### src/rtl/index_mask_decoder_if.sv
// Index-to-mask stream bundle: indexed input beats and framed mask output.
interface index_mask_decoder_if #(
  parameter int OUTPUT_WIDTH = 8
);
  localparam int IDX_W = $clog2(OUTPUT_WIDTH);

  logic                    in_valid;
  logic                    in_ready;
  logic [IDX_W-1:0]        in_index;
  logic                    in_mode;
  logic                    in_last;
  logic                    out_valid;
  logic                    out_ready;
  logic [OUTPUT_WIDTH-1:0] out_mask;
  logic                    out_error;

  modport master (
    output in_valid,
    output in_index,
    output in_mode,
    output in_last,
    output out_ready,
    input  in_ready,
    input  out_valid,
    input  out_mask,
    input  out_error
  );

  modport slave (
    input  in_valid,
    input  in_index,
    input  in_mode,
    input  in_last,
    input  out_ready,
    output in_ready,
    output out_valid,
    output out_mask,
    output out_error
  );
endinterface

### src/rtl/index_mask_decoder.sv
// Decodes a stream of bit indices into one-hot or span masks and
// OR-accumulates them into one mask per frame.
module index_mask_decoder #(
  parameter int OUTPUT_WIDTH = 8
) (
  input logic                clk,
  input logic                rst_n,
  index_mask_decoder_if.slave bus
);
  typedef enum logic {
    ACCUM,
    HOLD
  } state_e;

  state_e state_q, state_d;

  logic [OUTPUT_WIDTH-1:0] acc_q, acc_d;
  logic                    err_q, err_d;
  logic [OUTPUT_WIDTH-1:0] mask_q, mask_d;
  logic                    oerr_q, oerr_d;

  logic [OUTPUT_WIDTH-1:0] dec;
  logic                    oob;
  int unsigned             idx_u;
  logic                    fire;
  logic                    drain;

  assign idx_u = 32'(bus.in_index);

  // Out-of-range span indices naturally give all ones via the compare.
  always_comb begin
    dec = '0;
    for (int unsigned i = 0; i < OUTPUT_WIDTH; i++) begin
      if (bus.in_mode) begin
        dec[i] = (i < idx_u);
      end else begin
        dec[i] = (i == idx_u);
      end
    end
  end

  assign oob = !bus.in_mode &&
               (idx_u >= 32'(OUTPUT_WIDTH));

  assign bus.in_ready  = (state_q == ACCUM) ||
                         bus.out_ready;
  assign bus.out_valid = (state_q == HOLD);
  assign bus.out_mask  = mask_q;
  assign bus.out_error = oerr_q;

  assign fire  = bus.in_valid && bus.in_ready;
  assign drain = (state_q == HOLD) &&
                 bus.out_ready && !fire;

  always_comb begin
    state_d = state_q;
    acc_d   = acc_q;
    err_d   = err_q;
    mask_d  = mask_q;
    oerr_d  = oerr_q;
    unique case (1'b1)
      fire && bus.in_last: begin
        mask_d  = acc_q | dec;
        oerr_d  = err_q | oob;
        acc_d   = '0;
        err_d   = 1'b0;
        state_d = HOLD;
      end
      fire && !bus.in_last: begin
        acc_d   = acc_q | dec;
        err_d   = err_q | oob;
        state_d = ACCUM;
      end
      drain: begin
        state_d = ACCUM;
      end
      default: begin
      end
    endcase
  end

  always_ff @(posedge clk or negedge rst_n) begin
    if (!rst_n) begin
      state_q <= ACCUM;
      acc_q   <= '0;
      err_q   <= 1'b0;
      mask_q  <= '0;
      oerr_q  <= 1'b0;
    end else begin
      state_q <= state_d;
      acc_q   <= acc_d;
      err_q   <= err_d;
      mask_q  <= mask_d;
      oerr_q  <= oerr_d;
    end
  end
endmodule
### src/flat_wrapper.sv
// flat-port wrapper written by rule: the top's interface ports become plain ports
module index_mask_decoder_flat 
#(
  parameter int OUTPUT_WIDTH = 8
)
  (clk, rst_n, bus_in_valid, bus_in_index, bus_in_mode, bus_in_last, bus_out_ready, bus_in_ready, bus_out_valid, bus_out_mask, bus_out_error);
  index_mask_decoder_if #(.OUTPUT_WIDTH(OUTPUT_WIDTH)) bus_i ();
  input logic clk;
  input logic rst_n;
  input wire logic [$bits(bus_i.in_valid)-1:0] bus_in_valid;
  input wire logic [$bits(bus_i.in_index)-1:0] bus_in_index;
  input wire logic [$bits(bus_i.in_mode)-1:0] bus_in_mode;
  input wire logic [$bits(bus_i.in_last)-1:0] bus_in_last;
  input wire logic [$bits(bus_i.out_ready)-1:0] bus_out_ready;
  output wire logic [$bits(bus_i.in_ready)-1:0] bus_in_ready;
  output wire logic [$bits(bus_i.out_valid)-1:0] bus_out_valid;
  output wire logic [$bits(bus_i.out_mask)-1:0] bus_out_mask;
  output wire logic [$bits(bus_i.out_error)-1:0] bus_out_error;
  assign bus_i.in_valid = bus_in_valid;
  assign bus_i.in_index = bus_in_index;
  assign bus_i.in_mode = bus_in_mode;
  assign bus_i.in_last = bus_in_last;
  assign bus_i.out_ready = bus_out_ready;
  assign bus_in_ready = bus_i.in_ready;
  assign bus_out_valid = bus_i.out_valid;
  assign bus_out_mask = bus_i.out_mask;
  assign bus_out_error = bus_i.out_error;
  index_mask_decoder #(.OUTPUT_WIDTH(OUTPUT_WIDTH)) u_core (.clk(clk), .rst_n(rst_n), .bus(bus_i));
endmodule
### config.mk
export PLATFORM = sky130hd
export DESIGN_NAME = index_mask_decoder_flat
export DESIGN_NICKNAME = d
export VERILOG_FILES = /design/src/rtl/index_mask_decoder_if.sv /design/src/rtl/index_mask_decoder.sv /design/src/flat_wrapper.sv
export SDC_FILE = /design/constraint.sdc
export NUM_CORES = 1
export LEC_CHECK = 0
export BUFFER_PORTS_ARGS = -buffer_cell sky130_fd_sc_hd__buf_4
export CAP_MARGIN = 30
export CORE_MARGIN = 2
export CORE_UTILIZATION = 46
export CTS_CLUSTER_DIAMETER = 60
export DETAILED_ROUTE_END_ITERATION = 10
export PLACE_DENSITY = 0.72
export RECOVER_POWER = 25
export REMOVE_ABC_BUFFERS = 1
export SLEW_MARGIN = 10
export SYNTH_ARGS = -nofsm -noshare
export SYNTH_HDL_FRONTEND = slang
export SYNTH_SLANG_ARGS = --single-unit
### constraint.sdc
create_clock -name clk -period 1.4 [get_ports clk]
set_input_delay 0.07 -clock clk [delete_from_list [all_inputs] [get_ports clk]]
set_output_delay 0.07 -clock clk [all_outputs]
set_load 0.005 [all_outputs]
After elaboration in Yosys (flattened, before gate mapping)
Index checks and enable logic that the tools add are counted.
Cells by class
  $lt $le $gt $ge: 9
  equality and inequality tests: 7
  muxes and demuxes: 11
  bitwise operators: 3
  reductions and logical operators: 14
Operators by type and width (number)
  $logic_not 32->1: 1
  $pmux 8 s2: 1
  $eq 3x3->1 const A: 4
  $lt 3x3->1 const A: 4
  $mux 1: 8
  $or 8x8->8: 1
  $eq 2x3->1 const A: 2
  $logic_and 1x1->1: 6
  $lt 1x3->1 const A: 2
  $lt 2x3->1 const A: 2
  $ge 3x4->1 const B: 1
  $pmux 1 s2: 2
  $reduce_bool 2->1: 2
  $eq 1x3->1 const A: 1
  $logic_not 1->1: 3
  $reduce_or 2->1: 1
  $logic_or 1x1->1: 1
  $not 1->1: 1
  $or 1x1->1: 1
Word-level totals
  flip-flop bits (word level): 19
  input port bits: 9
  output and inout bits: 11

Longest topological paths before layout
Gate-level depths: netlist (run 1).
  depth in word-level cells: 7
  gate-level depth with buffers: 5

Worst setup path after synthesis (run 1)
Ideal clock, no wire load.
  kind: flip-flop to flip-flop
  start: register u_core.state_q (netlist: u_core.bus.out_valid)
  end: register u_core.mask_q[0] (netlist: u_core.bus.out_mask[0])
  library setup time: 0.125 ns
  arrival time: 1.292 ns
  path slack: -0.017 ns
  cell stages (with the launch flop): 6
  buffers on the path: 1
  clock period less this slack: 1.417 ns
  path through: dfrtp_1 -> and2b_2 -> inv_1 -> and3_1 -> buf_2 -> mux2_4
Between the ends
  longest elaborated chain between the ends: 4
RTL lines
  start: declaration: line index_mask_decoder.sv:15  | state_e state_q, state_d;
  start signal: assignment: line index_mask_decoder.sv:90  | state_q <= state_d;
  $not 1->1: line index_mask_decoder.sv:45  | assign bus.in_ready = (state_q == ACCUM) ||
  $logic_or 1x1->1: line index_mask_decoder.sv:45
  $logic_and 1x1->1: line index_mask_decoder.sv:51  | assign fire = bus.in_valid && bus.in_ready;
  $logic_and 1x1->1: line index_mask_decoder.sv:62  | fire && bus.in_last: begin
  end signal: assignment: line index_mask_decoder.sv:93  | mask_q <= mask_d;
  end: declaration: line index_mask_decoder.sv:19  | logic [OUTPUT_WIDTH-1:0] mask_q, mask_d;
No other way between the ends.
A chain may end at the register's enable or synchronous reset.

Final worst setup path (run 1)
Ends and elaborated chain as after synthesis.

==> results of run 1 <==
[worst max path at each step]
stage | start | end | slack, ps | cells after the start
floorplan | u_core.bus.out_valid$_DFFE_PN0P_ | u_core.bus.out_mask[0]$_DFFE_PN0P_ | -220 | 4
global placement | u_core.bus.out_valid$_DFFE_PN0P_ | u_core.bus.out_error$_DFFE_PN0P_ | 70 | 5
detailed placement | u_core.bus.out_valid$_DFFE_PN0P_ | u_core.bus.out_error$_DFFE_PN0P_ | 40 | 5
CTS | u_core.bus.out_valid$_DFFE_PN0P_ | u_core.bus.out_error$_DFFE_PN0P_ | 9 | 5
global route | u_core.bus.out_valid$_DFFE_PN0P_ | u_core.bus.out_mask[2]$_DFFE_PN0P_ | 20 | 5
finish | u_core.bus.out_valid$_DFFE_PN0P_ | u_core.bus.out_mask[0]$_DFFE_PN0P_ | 70 | 4
[worst max-delay path, delay by kind of cell (launching register included)]
kind          cells  cell delay [ps]
flops             1              390
mux               1              310
buf+inv           1               80
simple gates      2              450
[stage by stage]
step | area [sq um] | setup slack, ps | cells | setup TNS (ps) | util
2_1_floorplan | 871 | -223 | 83 | -364 | -
3_3_place_gp | 1070 | 73.6 | 132 | 0 | 0.557
3_5_place_dp | 1070 | 40.8 | 132 | 0 | 0.557
4_1_cts | 1110 | 9.07 | 137 | 0 | 0.576
5_1_grt | 1120 | 20.8 | 138 | 0 | 0.585
6_report | 1120 | 71.4 | 138 | 0 | 0.585
[synth_stat cells, types with 2 or more instances]
| cell type | number |
|---|---|
| nor3_1 | 3 |
| buf_2 | 5 |
| o21a_1 | 2 |
| o21ai_0 | 7 |
| inv_1 | 4 |
| a31oi_1 | 10 |
| a22oi_1 | 2 |
| dfrtp_1 | 19 |
| nor2_1 | 2 |
| or3_1 | 2 |
| clkbuf_1 | 3 |
| nand2_1 | 2 |
| and2_1 | 3 |
| a21oi_1 | 9 |
| nor2b_1 | 2 |
[final cells by class]
type | count | area share
Clock buffer | 3 | 0.0200
Clock inverter | 1 | 0.00445
Inverter | 4 | 0.0134
Multi-Input combinational cell | 60 | 0.343
Sequential cell | 19 | 0.423
Tap cell | 27 | 0.0301
Timing Repair Buffer | 24 | 0.166
[sequential cells by signal, indices dropped and copies added (netlist names)]
name and count:
u_core.bus.out_valid 1, u_core.acc_q 8, u_core.bus.out_mask 8, u_core.err_q 1, u_core.bus.out_error 1
[metal layers]
metal / part of all wire / global-route usage / vias up / wire (um)
li1: - / - / 372 / -
met1: 0.47 / 0.240 / 359 / 898
met2: 0.47 / 0.304 / 31 / 896
met3: 0.067 / 0.0710 / 0 / 128
met4: 0 / 0.0381 / 0 / 0
met5: 0 / 0 / - / 0
[cell families (layout without fill, tap and decap cells)]
kind of cell | after synthesis | after routing | synth area share
buffers and inverters | 13 | 32 | 0.0681
xor gates and xnor gates | 1 | 1 | 0.00954
and+or+nand+nor | 20 | 20 | 0.124
AOI/OAI and AO/OA | 37 | 37 | 0.252
muxes | 2 | 2 | 0.0286
DFF | 19 | 19 | 0.518
[what timing repair did]
item,4_1_cts,5_1_grt
endpoints found under the hold margin,19,0
endpoints found under the setup margin,0,7
hold buffers,1,0
gates resized for setup,0,4
buffers inserted,0,1
[cells in the final DEF, fill, tap and decap left out, types with 2 or more instances in the layout]
master / count
and2_1: 3
buf_6: 2
a21oi_1: 9
buf_4: 20
clkbuf_4: 3
o21a_1: 2
inv_1: 3
nor2_1: 2
a22oi_1: 2
nor3_1: 3
a31oi_1: 10
nand2_1: 2
dfrtp_1: 19
or3_1: 2
nor2b_1: 2
o21ai_0: 7
[power by group]
part | internal, W | leakage, nW | switching [W]
clock network | 0.000106 | 0.0177 | 0.000163
logic | 0.000162 | 0.244 | 0.000140
registers | 0.000618 | 0.238 | 0.0000375
total | 0.000887 | 0.500 | 0.000341
==> metrics.md, run 1 <==
| Metric | Value |
|---|---|
| Design Power | `~0.0012 W` |
| Top post-synthesis cells by area | `dfrtp_1 52%, a31oi_1 6.8%, a21oi_1 4.9%` |
| Worst setup EP type | `flop` |
| Routability congestion estimate | `roughly 0.78` |
| Share of layout cells above drive strength 1 | `0.288` |
| Total grt overflow | `0` |
| Clock Pin Slew Worst Setup and Hold Paths | `between 100 and 150 ps` |
| GRT Resource Usage Total | `0.187` |
| Residual DRC | `0` |
| Initial DRT Pass Iterations | `4` |
| Cell taking the most area after synthesis | `dfrtp_1` |
| Top_reg_cell synth | `dfrtp_1` |
| Hold WS | `90.9 ps` |
| First-pass GRT wire length | `approximately 3400 um` |
| Period utilization | `0.949` |
| Mapped Cells | `between 90 and 100` |
| Required @ worst endpoint | `between 1500 and 2000 ps` |
| Pwr dens | `about 1100 mW/mm^2` |
| Initial Util | `0.478` |
| Core ar. | `approximately 0.0019 sq mm` |
| EDFF count, synth | `0` |
| Largest net degree at the start of global routing | `20` |
| Peak supply drop | `approximately 0.8 mV` |
| Fin. max-slew vios | `0` |
| # fillers | `between 150 and 200` |
| WHS Endpoint | `u_core.bus.out_valid$_DFFE_PN0P_` |
| Synth Cell Area | `918 sq um` |
| Initial DRC count | `12` |
| FF-to-FF path depth | `4` |
| Area of the multi-input gates | `385 sq um` |
| Seq/Total Area, Yosys | `0.518` |
| Port Buf Inserts | `19` |
| DIE WIDTH | `around 49 um` |
| Worst-path maximum fanout | `7` |
| Initial antenna violation count | `0` |
| Hold path cells | `3` |
| Worst-path cell chain | `and2b_2, inv_2, and3_1, mux2_4` |
| Post-route ant nets | `0` |
| YS warnings | `0` |
| Final hold violation count | `0` |
| Clk Latency, worst-skew pair | `300 ps` |
| # H-tree levels | `1` |
| Crit start category | `flop` |
| #FFs+latches synth | `19` |
| Achievable Freq | `753 MHz` |
| FF-to-FF End | `u_core.bus.out_mask[0]$_DFFE_PN0P_` |
| Leak Pwr | `~0.5 nW` |
| CTS tree | `built` |
| CP max stage cell | `dfrtp_1` |
| Chip Height | `a little under 50 um` |
| Area Growth Syn to Fin | `22.3%` |
| Num rows | `16` |
| Final setup vio count | `0` |
| Min-delay worst type | `in -> reg` |
| CP arrival | `about 1500 ps` |
| Drt total wl | `about 1900 um` |
| Relative slew slack | `0.336` |
| Clock skew | `approximately 16 ps` |
| Hold path startpoint | `bus_in_valid` |
| Worst R2R Setup Slack | `slightly above 70 ps` |
| I/O pin cnt | `20` |
| Worst R2R Start | `u_core.bus.out_valid$_DFFE_PN0P_` |
| Number of diodes | `0` |
| Outcome | `finished, final reports clean` |
| Unique masters post-synth | `32` |
| Post-DP HPWL | `around 1400 um` |
| Crit path largest cell delay | `~390 ps` |
| Clock sink total | `19` |
| FF/Latch Area | `about 480 sq um` |
| CTS Buf Count | `3` |
| Post-synth ARST share | `1.00` |
| Full die area | `between 0.002 and 0.0025 sq mm` |
| Post-Syn Area per Cell | `between 9 and 10 sq um` |
| Max-Cap Viols | `0` |
| Layout Nets | `between 100 and 150` |
| Number of global-route vias before repair | `798` |
| Worst-margin pin slew | `between 900 and 1000 ps` |
| Via count | `between 700 and 800` |
| Post-synth top area share | `0.518` |
| Max Root-Sink Buffers | `2` |
| WL per Instance | `~14 um` |
| Setup CP Type | `reg -> reg` |
| RSZ-0062 raised after global routing | `false` |
| Avg Vias per Cell | `~5.5` |
| Clk root buf | `clkbuf_4` |
| Min cycle time layout | `about 1300 ps` |
Power figures use the tool's default switching activity.
==> run 2, diff against run 1 <==
CORE_ASPECT_RATIO = 1.1   (was not set)
CORE_UTILIZATION = 49   (was 46)
CTS_BUF_LIST = sky130_fd_sc_hd__clkbuf_8   (was not set)
MAX_ROUTING_LAYER = met4   (was not set)
PLACE_DENSITY = 0.76   (was 0.72)
==> run 2 against run 1 <==
Net effect:
- global-route usage is 2.8 points higher
- flip-flop and latch count stayed put
- die area is 5.6% lower
- register-to-register slack hardly changed
- cell count is 7.2% lower
- via count is 0.13% higher
- total power is 8.4% higher
- wire length is 6.2% higher
- sequential share of layout area hardly changed
- clock power is 40% higher
- maximum frequency is 0.35% lower
- cell area is 0.11% higher
- critical endpoint is now u_core.acc_q[0]$_DFFE_PN0P_
- highest routed layer is now met4
==> metrics.md, run 2 (synthesis results as in run 1) <==
| Metric | Value |
|---|---|
| FF-to-FF path depth | `5` |
| Worst setup EP type | `flop` |
| Worst Slack Setup Final | `around 67 ps` |
| Initial antenna violation count | `0` |
| Via count | `~760` |
| Number of diodes | `0` |
| DIE WIDTH | `around 45 um` |
| Area of the multi-input gates | `just under 400 sq um` |
| Residual DRC | `0` |
| Pre-CTS setup slack | `between 40 and 50 ps` |
| Min-delay worst type | `in -> reg` |
| Setup CP Type | `reg -> reg` |
| Final hold violation count | `0` |
| FF/Latch Area | `approximately 480 sq um` |
| Routability congestion estimate | `0.786` |
| Clock sink total | `19` |
| Clock Pin Slew Worst Setup and Hold Paths | `70 ps` |
| # H-tree levels | `1` |
| First-pass GRT wire length | `between 3000 and 4000 um` |
| Largest net degree at the start of global routing | `20` |
| Total grt overflow | `0` |
| RSZ-0062 raised after global routing | `false` |
| Final setup vio count | `0` |
| Share of layout cells above drive strength 1 | `0.291` |
| Setup TNS | `0 ps` |
| GRT Resource Usage Total | `0.215` |
| Area Growth Syn to Fin | `22.5%` |
| Design area | `0.00112 sq mm` |
| Port Buf Inserts | `19` |
| Crit start category | `flop` |
| Min cycle time layout | `roughly 1300 ps` |
| Worst-margin pin slew | `approximately 1000 ps` |
| Relative slew slack | `0.329` |
| Initial Util | `0.515` |
| Fin. max-slew vios | `0` |
| Capture point of the critical path | `u_core.acc_q[0]$_DFFE_PN0P_` |
| I/O pin cnt | `20` |
| Worst R2R Setup Slack | `roughly 67 ps` |
| Worst-path cell chain | `and2b_2, inv_2, buf_4, nand2_1, a22o_2` |
| Clock skew | `7.98 ps` |
| Max-Cap Viols | `0` |
| Commonest non-fill, non-tap cell in the layout | `buf_4` |
| Outcome | `finished, final reports clean` |
| WL per Instance | `16.0 um` |
| CTS tree | `built` |
| Max Root-Sink Buffers | `2` |
| Initial DRT Pass Iterations | `4` |
| Pwr dens | `1180 mW/mm^2` |
| Initial DRC count | `16` |
| CP max stage cell | `dfrtp_1` |
| Clk root buf | `clkbuf_8` |
| Setup bufs post-CTS | `0` |
| Full die area | `0.00224 sq mm` |
| FF-to-FF End | `u_core.acc_q[0]$_DFFE_PN0P_` |
| Largest delay share family, worst path | `flip-flops` |
| Post-route ant nets | `0` |
| Design Power | `between 0.001 and 0.0015 W` |
| Chip Height | `between 40 and 50 um` |
| Post-Place Cell Area | `around 0.0011 sq mm` |
| Core ar. | `~0.0018 sq mm` |
| Achievable Freq | `between 700 and 800 MHz` |
| Final Non-Filler Cells | `128` |
| Layout Nets | `120` |
| Peak supply drop | `approximately 0.68 mV` |
| Num rows | `16` |
| CP bufs+invs | `2` |
| Clk Latency, worst-skew pair | `260 ps` |
| CP arrival | `between 1000 and 1500 ps` |
| Leak Pwr | `about 0.50 nW` |
| Commonest non-fill, non-tap cells in the layout | `20 x buf_4, 19 x dfrtp_1, 10 x a31oi_1` |
| Worst-path maximum fanout | `7` |
| Instance count on the critical path | `5` |
| Worst R2R Start | `u_core.bus.out_valid$_DFFE_PN0P_` |
| Drt total wl | `between 2000 and 2500 um` |
| Required @ worst endpoint | `roughly 1500 ps` |
| CP startpoint | `u_core.bus.out_valid$_DFFE_PN0P_` |
| Crit path largest cell delay | `400 ps` |
| CTS Buf Count | `3` |
| Post-DP HPWL | `about 1400 um` |
| Avg Vias per Cell | `between 5 and 6` |
| Number of global-route vias before repair | `between 700 and 800` |
| Period utilization | `0.952` |
| Inst Count DP | `123` |
| # fillers | `around 150` |
## run 2: changes by cell type in the layout (fill, tap and decap cells not counted), sizes merged
cell  change
buf       -1
## run 2: where the power goes
group	switching (W)	total (W)	internal, W
registers	0.0000378	0.000657	0.000619
logic	0.000138	0.000298	0.000160
clock network	0.000178	0.000376	0.000198
## run 2: layout make-up
type                            instances  area share
Clock inverter                          1     0.00445
Clock buffer                            3      0.0367
Timing Repair Buffer                   23       0.156
Multi-Input combinational cell         60       0.347
Inverter                                4      0.0133
Sequential cell                        19       0.423
Tap cell                               18      0.0200
## run 2: tightest hold or removal path, stage by stage
cell	delay (ps)
buf_4	140
o21ai_0	110
a31oi_1	80
## run 2: routing by layer
layer,track usage,wire length [um]
met2,0.338,982
met5,-,0
met3,0.0407,100
met4,0.123,77
met1,0.249,884
## run 2: what timing repair did
action / CTS / global route
endpoints found under the setup margin: 0 / 14
resized for setup: 0 / 4
hold buffers: 1 / 0
hold endpoints to repair: 19 / 0
## run 2: through the flow
step,hold WS (ps),utilization
floorplan,-226,-
global placement,-47.2,0.594
detailed placement,-40.1,0.594
CTS,185,0.626
global route,215,0.631
finish,188,0.631
## run 2: worst min path at each step
stage	startpoint	endpoint	slack, ps	cells past startpoint
after global routing	bus_in_valid	u_core.bus.out_mask[3]$_DFFE_PN0P_	220	3
after CTS	bus_in_valid	u_core.bus.out_mask[3]$_DFFE_PN0P_	190	3
after global placement	rst_n	u_core.bus.out_mask[4]$_DFFE_PN0P_	-50	1
final	bus_in_index[1]	u_core.bus.out_mask[2]$_DFFE_PN0P_	190	3
after detailed placement	rst_n	u_core.bus.out_mask[4]$_DFFE_PN0P_	-40	1
after floorplan	rst_n	u_core.acc_q[0]$_DFFE_PN0P_	-230	0
